**src/rtl/seg_scan_decoder.sv**
```systemverilog
// Receive-side decoder for a 4-digit multiplexed 7-segment scan bus: debounces each dwell,
// decodes segments to BCD and tracks in-order frames. Optional stall timer: `SCAN_TIMEOUT_EN.
module seg_scan_decoder #(
    parameter int STABLE_CNT  = 2,
    parameter int TIMEOUT_CYC = 4096
) (
    input  logic       display_clk,
    input  logic       i_rst,
    input  logic [7:0] i_seg,
    input  logic [3:0] i_dig_sel,
    output logic [3:0] o_dig1,
    output logic [3:0] o_dig2,
    output logic [3:0] o_dig3,
    output logic [3:0] o_dig4,
    output logic [3:0] o_dp,
    output logic       o_frame_valid,
    output logic       o_seg_err,
    output logic       o_sel_err,
    output logic       o_order_err,
    output logic [7:0] o_frame_cnt,
    output logic       o_stalled
);

    localparam int CNT_W = $clog2(STABLE_CNT + 1);
    localparam logic [CNT_W-1:0] CNT_MAX = CNT_W'(STABLE_CNT);

    typedef enum logic [1:0] {HUNT, EXP2, EXP3, EXP4} state_t;

    // Returns {error, value}; blank maps to F, unknown patterns to E.
    function automatic logic [4:0] decode_seg(input logic [6:0] seg);
        case (seg)
            7'h3F:   decode_seg = 5'h00;
            7'h06:   decode_seg = 5'h01;
            7'h5B:   decode_seg = 5'h02;
            7'h4F:   decode_seg = 5'h03;
            7'h66:   decode_seg = 5'h04;
            7'h6D:   decode_seg = 5'h05;
            7'h7D:   decode_seg = 5'h06;
            7'h07:   decode_seg = 5'h07;
            7'h7F:   decode_seg = 5'h08;
            7'h6F:   decode_seg = 5'h09;
            7'h00:   decode_seg = 5'h0F;
            default: decode_seg = 5'h1E;
        endcase
    endfunction

    // Returns {legal, digit index}.
    function automatic logic [2:0] decode_sel(input logic [3:0] sel);
        case (sel)
            4'b1110: decode_sel = 3'b100;
            4'b1101: decode_sel = 3'b101;
            4'b1011: decode_sel = 3'b110;
            4'b0111: decode_sel = 3'b111;
            default: decode_sel = 3'b000;
        endcase
    endfunction

    logic [7:0]       r_seg_p0, r_seg_p1;
    logic [3:0]       r_sel_p0, r_sel_p1;
    logic [CNT_W-1:0] r_cnt_p1;
    logic [CNT_W-1:0] w_cnt_nxt;
    logic             w_same;
    logic             w_cap_vld;
    logic [4:0]       w_dec;
    logic [2:0]       w_sel;
    logic [1:0]       w_idx;
    logic             w_legal;
    logic             w_illegal;

    state_t     r_state;
    logic       r_frm_err;
    logic [3:0] r_dig [4];
    logic [3:0] r_dp;
    logic       r_frame_valid, r_seg_err, r_sel_err, r_order_err;
    logic [7:0] r_frame_cnt;

    // Stage p0: raw sample; stage p1: previous sample for dwell comparison
    always_ff @(posedge display_clk) begin
        r_seg_p0 <= i_seg;
        r_sel_p0 <= i_dig_sel;
        r_seg_p1 <= r_seg_p0;
        r_sel_p1 <= r_sel_p0;
    end

    assign w_same = (r_seg_p0 == r_seg_p1) && (r_sel_p0 == r_sel_p1);

    always_comb begin
        w_cnt_nxt = CNT_W'(1);
        if (w_same)
            w_cnt_nxt = (r_cnt_p1 == CNT_MAX) ? CNT_MAX : r_cnt_p1 + 1'b1;
    end

    // Fire only on the transition into saturation so each dwell captures once
    assign w_cap_vld = (w_cnt_nxt == CNT_MAX) && !(w_same && (r_cnt_p1 == CNT_MAX));

    always_ff @(posedge display_clk) begin
        if (i_rst)
            r_cnt_p1 <= '0;
        else
            r_cnt_p1 <= w_cnt_nxt;
    end

    assign w_dec     = decode_seg(r_seg_p0[6:0]);
    assign w_sel     = decode_sel(r_sel_p0);
    assign w_idx     = w_sel[1:0];
    assign w_legal   = w_cap_vld && w_sel[2];
    assign w_illegal = w_cap_vld && !w_sel[2] && (r_sel_p0 != 4'hF);

    // Stage p2: capture, frame sequencing and registered outputs
    always_ff @(posedge display_clk) begin
        if (i_rst) begin
            r_state       <= HUNT;
            r_frm_err     <= 1'b0;
            r_dig         <= '{4'hF, 4'hF, 4'hF, 4'hF};
            r_dp          <= 4'h0;
            r_frame_valid <= 1'b0;
            r_seg_err     <= 1'b0;
            r_sel_err     <= 1'b0;
            r_order_err   <= 1'b0;
            r_frame_cnt   <= 8'h00;
        end else begin
            r_frame_valid <= 1'b0;
            r_seg_err     <= 1'b0;
            r_sel_err     <= 1'b0;
            r_order_err   <= 1'b0;
            if (w_illegal) begin
                r_sel_err <= 1'b1;
                r_state   <= HUNT;
            end else if (w_legal) begin
                r_dig[w_idx] <= w_dec[3:0];
                r_dp[w_idx]  <= r_seg_p0[7];
                r_seg_err    <= w_dec[4];
                if (r_state == HUNT) begin
                    if (w_idx == 2'd0) begin
                        r_state   <= EXP2;
                        r_frm_err <= w_dec[4];
                    end else begin
                        r_frm_err <= r_frm_err | w_dec[4];
                    end
                end else if (r_state == state_t'(w_idx)) begin
                    if (r_state == EXP4) begin
                        r_state <= HUNT;
                        if (!r_frm_err && !w_dec[4]) begin
                            r_frame_valid <= 1'b1;
                            r_frame_cnt   <= r_frame_cnt + 8'd1;
                        end
                    end else begin
                        r_state   <= state_t'(w_idx + 2'd1);
                        r_frm_err <= r_frm_err | w_dec[4];
                    end
                end else begin
                    r_order_err <= 1'b1;
                    if (w_idx == 2'd0) begin
                        r_state   <= EXP2;
                        r_frm_err <= w_dec[4];
                    end else begin
                        r_state   <= HUNT;
                        r_frm_err <= r_frm_err | w_dec[4];
                    end
                end
            end
        end
    end

    assign o_dig1        = r_dig[0];
    assign o_dig2        = r_dig[1];
    assign o_dig3        = r_dig[2];
    assign o_dig4        = r_dig[3];
    assign o_dp          = r_dp;
    assign o_frame_valid = r_frame_valid;
    assign o_seg_err     = r_seg_err;
    assign o_sel_err     = r_sel_err;
    assign o_order_err   = r_order_err;
    assign o_frame_cnt   = r_frame_cnt;

`ifdef SCAN_TIMEOUT_EN
    localparam int TO_W = $clog2(TIMEOUT_CYC + 1);
    localparam logic [TO_W-1:0] TO_MAX = TO_W'(TIMEOUT_CYC);

    logic [TO_W-1:0] r_to_cnt;

    always_ff @(posedge display_clk) begin
        if (i_rst || w_legal)
            r_to_cnt <= '0;
        else if (r_to_cnt != TO_MAX)
            r_to_cnt <= r_to_cnt + 1'b1;
    end

    assign o_stalled = (r_to_cnt == TO_MAX);
`else
    assign o_stalled = 1'b0;
`endif

endmodule
```
**config.mk**
```make
export PLATFORM = sky130hd
export DESIGN_NAME = seg_scan_decoder
export DESIGN_NICKNAME = d
export VERILOG_FILES = /design/src/rtl/seg_scan_decoder.sv
export SDC_FILE = /design/constraint.sdc
export NUM_CORES = 1
export LEC_CHECK = 0
export BUFFER_PORTS_ARGS = -buffer_cell sky130_fd_sc_hd__buf_2
export CORE_AREA = 2 2 73 75
export DETAILED_ROUTE_END_ITERATION = 6
export DIE_AREA = 0 0 75 77
export PLACE_DENSITY = 0.78
export RECOVER_POWER = 25
export SLEW_MARGIN = 10
export SYNTH_ARGS = -nofsm -noshare
export SYNTH_HDL_FRONTEND = slang
export SYNTH_SLANG_ARGS = --single-unit
```
**constraint.sdc**
```tcl
create_clock -name display_clk -period 3.15 [get_ports display_clk]
set_clock_uncertainty 0.2 [all_clocks]
set_input_delay 0.63 -clock display_clk [delete_from_list [all_inputs] [get_ports display_clk]]
set_output_delay 0.63 -clock display_clk [all_outputs]
set_load 0.02 [all_outputs]
```
==> impl_metrics.env, run 1 <==
export IMPL_hp_class="primary input to flip-flop"
export IMPL_whs_ns=0.181
export IMPL_synthArstFlopShare_pct=0
export IMPL_die_width_um=75
export IMPL_grt_pass1_vias=2064
export IMPL_finalSetupTns_ns=0
export IMPL_globalplace_congestion=0.802
export IMPL_cp_required_ns=3.17
export IMPL_seq_area_frac_synth_pct=45.4
export IMPL_ys_seq_elements=61
export IMPL_drt_wirelength_per_cell_um=13.3
export IMPL_irDropWorstVdd_mv=0.324
export IMPL_period_share_pct=83.1
export IMPL_nets=342
export IMPL_holdBufCountCts=0
export IMPL_start_util_pct=54.1
export IMPL_hpwl_um=3580
export IMPL_grt_pass1_wl_um=9180
export IMPL_power_density_nw_per_um2=493
export IMPL_crit_path_start_kind="flip-flop"
export IMPL_synth_area_per_cell_um2=9.54
export IMPL_numClockSinks=61
export IMPL_dr_pass1_iters=7
export IMPL_hold_viol=0
export IMPL_vias_per_cell=5.41
export IMPL_fin_crit_ns=2.62
export IMPL_ios=47
export IMPL_final_max_slew_viol_count=0
export IMPL_syn_num_nets=303
export IMPL_cts_buffers=9
export IMPL_syn_instance_count=282
export IMPL_instances_no_fill=396
export IMPL_maxSlewHeadroom_pct=56.5
export IMPL_setup_violations=0
export IMPL_wirelength_um=5280
export IMPL_cp_arrival_ns=2.63
export IMPL_drc_errors=0
export IMPL_core_um2=4980
export IMPL_placed_cells=380
export IMPL_layout_drive_gt1_share_pct=22.4
export IMPL_critPathMaxFanout=12
export IMPL_p_total_w=0.00154
export IMPL_final_core_utilization_pct=62.5
export IMPL_synth_cell_area_um2=2690
export IMPL_drtAntennaViolNets=0
export IMPL_n_fill_cell=443
export IMPL_clock_latency_ns=0.34
export IMPL_grt_overflow=0
export IMPL_port_buffers=45
export IMPL_yosysWarnings=0
export IMPL_vias=2144
export IMPL_fmax_mhz=382
export IMPL_antenna_cells=0
export IMPL_rsz0062_at_grt="false"
export IMPL_clock_tree_root_cell="clkbuf_8"
export IMPL_cts_resized=0
export IMPL_grt_max_degree=38
export IMPL_synthFlopType="dfxtp_1"
export IMPL_antenna_found_initial=0
export IMPL_worst_pin_slew_ns=0.644
export IMPL_status="complete, no violations"
export IMPL_drv_cap=0
export IMPL_leakage_nw=1.29
export IMPL_h_tree_depth=3
export IMPL_synth_edf_count=0
export IMPL_rows=26
export IMPL_tritoncts="done"
export IMPL_clockBufferDepth=2
export IMPL_die_area_um2=5780
export IMPL_ys_types=54
export IMPL_cts_setup_buffers=0
export IMPL_path_clk_slew_ns=0.07
export IMPL_drt_iter0_drc=98
export IMPL_grt_use_total_pct=20.6
export IMPL_cp_end_kind="flip-flop"
export IMPL_die_y_um=77
export IMPL_area_growth_pct=15.7
export IMPL_crit_type="flip-flop to flip-flop"
## power by group
part | switching, W | internal, W
registers | 0.0000250 | 0.000788
logic | 0.0000446 | 0.0000394
clock network | 0.000312 | 0.000326
## path summary, 6_finish.rpt
check	slack, ns	to	from	cells past startpoint
setup / recovery	0.53	o_dig2[1]$_SDFFE_PP1P_	r_seg_p0[1]$_DFF_P_	6
hold / removal	0.18	r_seg_p0[7]$_DFF_P_	i_seg[7]	1
setup reg to reg	0.53	o_dig2[1]$_SDFFE_PP1P_	r_seg_p0[1]$_DFF_P_	6
hold reg to reg	0.24	r_seg_p1[7]$_DFF_P_	r_seg_p0[7]$_DFF_P_	0
## cell usage in the layout, fill, tap and decap left out, drive strengths merged, types with 3 or more instances in the layout
cell / Yosys / routed
clkinvlp: 0 / 4
or3: 3 / 3
a211o: 4 / 4
a21oi: 18 / 18
nor4: 4 / 4
clkbuf: 11 / 11
ha: 7 / 7
nand3: 17 / 17
dfxtp: 61 / 61
nor3: 6 / 6
nand2: 11 / 11
xnor2: 14 / 14
inv: 4 / 4
mux2i: 14 / 14
nor2: 32 / 32
o31ai: 4 / 4
nand4: 5 / 5
nand2b: 8 / 8
buf: 7 / 46
and4b: 3 / 3
xor2: 3 / 3
and4: 4 / 4
o21ai: 4 / 4
or4: 6 / 6
## per-layer routing
metal | routed length, um | up-vias | GRT usage, % | share of wire [%]
li1 | - | 1086 | - | -
met2 | 2390 | 55 | 31.4 | 45
met3 | 286 | 13 | 5.12 | 5.4
met1 | 2470 | 990 | 25.9 | 47
met5 | 0 | - | 0 | 0
met4 | 134 | 0 | 11.6 | 2.5
## cell families after synthesis
| group | Yosys count | synth area share [%] |
|---|---|---|
| AO/OA/AOI/OAI | 42 | 10.5 |
| multiplexers | 15 | 5.76 |
| adder cells (fa/ha/maj) | 8 | 3.63 |
| buffers and inverters | 22 | 3.72 |
| XOR/XNOR | 17 | 5.53 |
| other | 1 | 0.139 |
| AND/OR/NAND/NOR | 116 | 25.4 |
| flip-flops | 61 | 45.4 |
## synth_stat cells (all sizes together), types with 3 or more instances
cell    count  area [um2]
nand2b      8        50.1
inv         4        15.0
and4        4        35.0
a21oi      18         101
a211o       4        35.0
nor3        6        30.0
clkbuf     11        41.3
dfxtp      61        1220
o21ai       4        20.0
xor2        3        26.3
nand4       5        31.3
buf         7        43.8
ha          7        87.6
o31ai       4        30.0
or3         3        18.8
mux2i      14         144
nand2      11        41.3
or4         6        45.0
nor2       32         123
nor4        4        46.3
xnor2      14         123
and4b       3        30.0
nand3      17        85.1
## flip-flops by register name, indices dropped and copies added (netlist names), 2 cells and up
signal,count
r_seg_p0,8
o_frame_cnt,8
r_cnt_p1,2
o_dig3,4
o_dig1,4
o_dp,4
r_sel_p1,4
r_sel_p0,4
o_dig2,4
r_state,2
o_dig4,4
r_seg_p1,8
## worst max-delay path, stage by stage (launching register included)
cell and delay [ns]:
dfxtp_1 0.52, or4b_4 0.52, a21oi_4 0.20, nor4_2 0.11, or3_1 0.44, a41oi_1 0.36, mux2i_1 0.13
## metrics by stage
step                      setup WS [ns]  instance area [um2]
after global routing              0.293                 3110
final                             0.531                 3110
after CTS                         0.524                 3110
after detailed placement          0.548                 2930
after global placement            0.577                 2930
after floorplan                   0.810                 2690
## layout make-up
type / count / area [um2] / area share (%)
multi-input cells: 199 / 1370 / 44.0
well taps: 70 / 87.6 / 2.81
clock inverters: 5 / 35.0 / 1.13
clock buffers: 11 / 151 / 4.86
inverters: 4 / 15.0 / 0.482
flip-flops and latches: 61 / 1220 / 39.2
repair buffers: 46 / 233 / 7.48
Power figures use the tool's default switching activity.
==> inputs of run 2 (changes only) <==
==> constraint.sdc (replaced) <==
create_clock -name display_clk -period 2.5 [get_ports display_clk]
set_clock_uncertainty 0.2 [all_clocks]
set_input_delay 0.5 -clock display_clk [delete_from_list [all_inputs] [get_ports display_clk]]
set_output_delay 0.5 -clock display_clk [all_outputs]
set_load 0.02 [all_outputs]
==> impl_metrics.env, run 2 (same netlist as run 1, synthesis figures left out) <==
export IMPL_status="complete, no violations"
export IMPL_numClockSinks=61
export IMPL_holdBufCountCts=0
export IMPL_grt_use_total_pct=21.7
export IMPL_die_width_um=75
export IMPL_fin_crit_ns=2.42
export IMPL_globalplace_congestion=0.835
export IMPL_crit_type="flip-flop to flip-flop"
export IMPL_cts_buffers=9
export IMPL_cpMaxStageDelayCell="nor4_2"
export IMPL_layout_commonest_cell="dfxtp_1"
export IMPL_p_total_w=0.00207
export IMPL_drc_errors=0
export IMPL_crit_path_start_kind="flip-flop"
export IMPL_grt_overflow=0
export IMPL_vias_per_cell=5.50
export IMPL_design_area_um2=3310
export IMPL_rsz0062_at_grt="true"
export IMPL_core_um2=4980
export IMPL_n_fill_cell=417
export IMPL_drt_wirelength_per_cell_um=14.3
export IMPL_irDropWorstVdd_mv=0.685
export IMPL_hold_viol=0
export IMPL_hpwl_um=3970
export IMPL_mostFrequentLayoutCells="dfxtp_1 (54), buf_2 (45), nor2_1 (31)"
export IMPL_ios=47
export IMPL_cp_required_ns=2.52
export IMPL_antenna_cells=0
export IMPL_power_density_nw_per_um2=624
export IMPL_path_clk_slew_ns=0.07
export IMPL_die_area_um2=5780
export IMPL_tritoncts="done"
export IMPL_drtAntennaViolNets=0
export IMPL_h_tree_depth=3
export IMPL_place_area_um2=3050
export IMPL_dr_pass1_iters=4
export IMPL_setup_violations=0
export IMPL_cp_end_kind="flip-flop"
export IMPL_fmax_mhz=413
export IMPL_grtUsageMet2_pct=33.2
export IMPL_grt_max_degree=38
export IMPL_port_buffers=45
export IMPL_wirelength_um=5920
export IMPL_vias=2276
export IMPL_layout_drive_gt1_share_pct=29.1
export IMPL_die_y_um=77
export IMPL_drv_cap=0
export IMPL_hp_class="primary input to flip-flop"
export IMPL_placed_cells=396
export IMPL_grt_pass1_wl_um=9670
export IMPL_critPathMaxFanout=9
export IMPL_cp_arrival_ns=2.44
export IMPL_nets=360
export IMPL_antenna_found_initial=0
export IMPL_area_growth_pct=23.0
export IMPL_clock_latency_ns=0.34
export IMPL_max_stage_delay_ns=0.72
export IMPL_grt_pass1_vias=2168
export IMPL_grtUsageMet3_pct=6.18
export IMPL_period_share_pct=96.8
export IMPL_instances_no_fill=414
export IMPL_clock_tree_root_cell="clkbuf_8"
export IMPL_crit_chain="buf_4 -> or3_1 -> nor2_4 -> nor4_2 -> and4b_1 -> mux2i_1 -> nor2_1"
export IMPL_busiest_layer="met2"
export IMPL_maxSlewHeadroom_pct=46.2
export IMPL_use_met1_pct=27.5
export IMPL_rows=26
export IMPL_final_max_slew_viol_count=0
export IMPL_start_util_pct=54.1
export IMPL_leakage_nw=1.41
export IMPL_worst_pin_slew_ns=0.800
export IMPL_drt_iter0_drc=200
export IMPL_clockBufferDepth=2
[run 2: cell count changes in the layout (fill, tap and decap cells not counted), moves of 3 or more]
cell,delta
buf_4,+17
dfxtp_2,+7
dfxtp_1,-7
clkinvlp_4,-3
[run 2: routing by layer]
| layer | wire, um | vias up |
|---|---|---|
| li1 | - | 1119 |
| met1 | 2540 | 1072 |
| met2 | 2880 | 60 |
| met3 | 322 | 25 |
| met4 | 190 | 0 |
| met5 | 0 | - |
[run 2: what timing repair did]
action | CTS | global route
gates resized for setup | 0 | 11
setup endpoints to repair | 0 | 16
endpoints found under the hold margin | 0 | 0
buffers inserted | 0 | 1
[run 2: path summary, 6_finish.rpt]
path                  startpoint                           to  slack [ns]  cells after the start
min reg2reg  r_sel_p0[0]$_DFF_P_          r_sel_p1[0]$_DFF_P_        0.18                      0
max          r_seg_p0[1]$_DFF_P_  o_frame_cnt[1]$_SDFFE_PP0P_        0.08                      7
min                 i_dig_sel[1]          r_sel_p0[1]$_DFF_P_        0.05                      1
max reg2reg  r_seg_p0[1]$_DFF_P_  o_frame_cnt[1]$_SDFFE_PP0P_        0.08                      7
[run 2: final cells by class]
class                   count  area, um2  share of cell area, %
clock buffers              13        169                   5.10
clock inverters             3       42.5                   1.29
inverters                   4       15.0                  0.454
multi-input cells         200       1410                   42.5
flip-flops and latches     61       1230                   37.2
well taps                  70       87.6                   2.65
repair buffers             63        360                   10.9
[run 2: metrics by stage]
stage	setup TNS, ns	setup WS, ns	util, %	hold slack, ns
2_1_floorplan	0	0.160	-	0.126
3_3_place_gp	0	0.0770	61.2	0.173
3_5_place_dp	0	0.0295	61.2	0.178
4_1_cts	0	0.0252	65.5	0.0452
5_1_grt	-0.466	-0.0851	66.5	0.0450
6_report	0	0.0809	66.5	0.0508
[run 2: critical path: cells and delay by family (launching register included)]
family                 cells  cell delay [ns]
DFF                        1             0.40
buffers and inverters      1             0.19
and+or+nand+nor            5             1.35
muxes                      1             0.17
[run 2: report_power, final]
part | switching, W | internal, W | total, W | leakage, nW
sequential | 0.0000267 | 0.000995 | 0.00102 | 0.502
combinational | 0.0000693 | 0.0000583 | 0.000128 | 0.804
clock | 0.000375 | 0.000540 | 0.000916 | 0.106
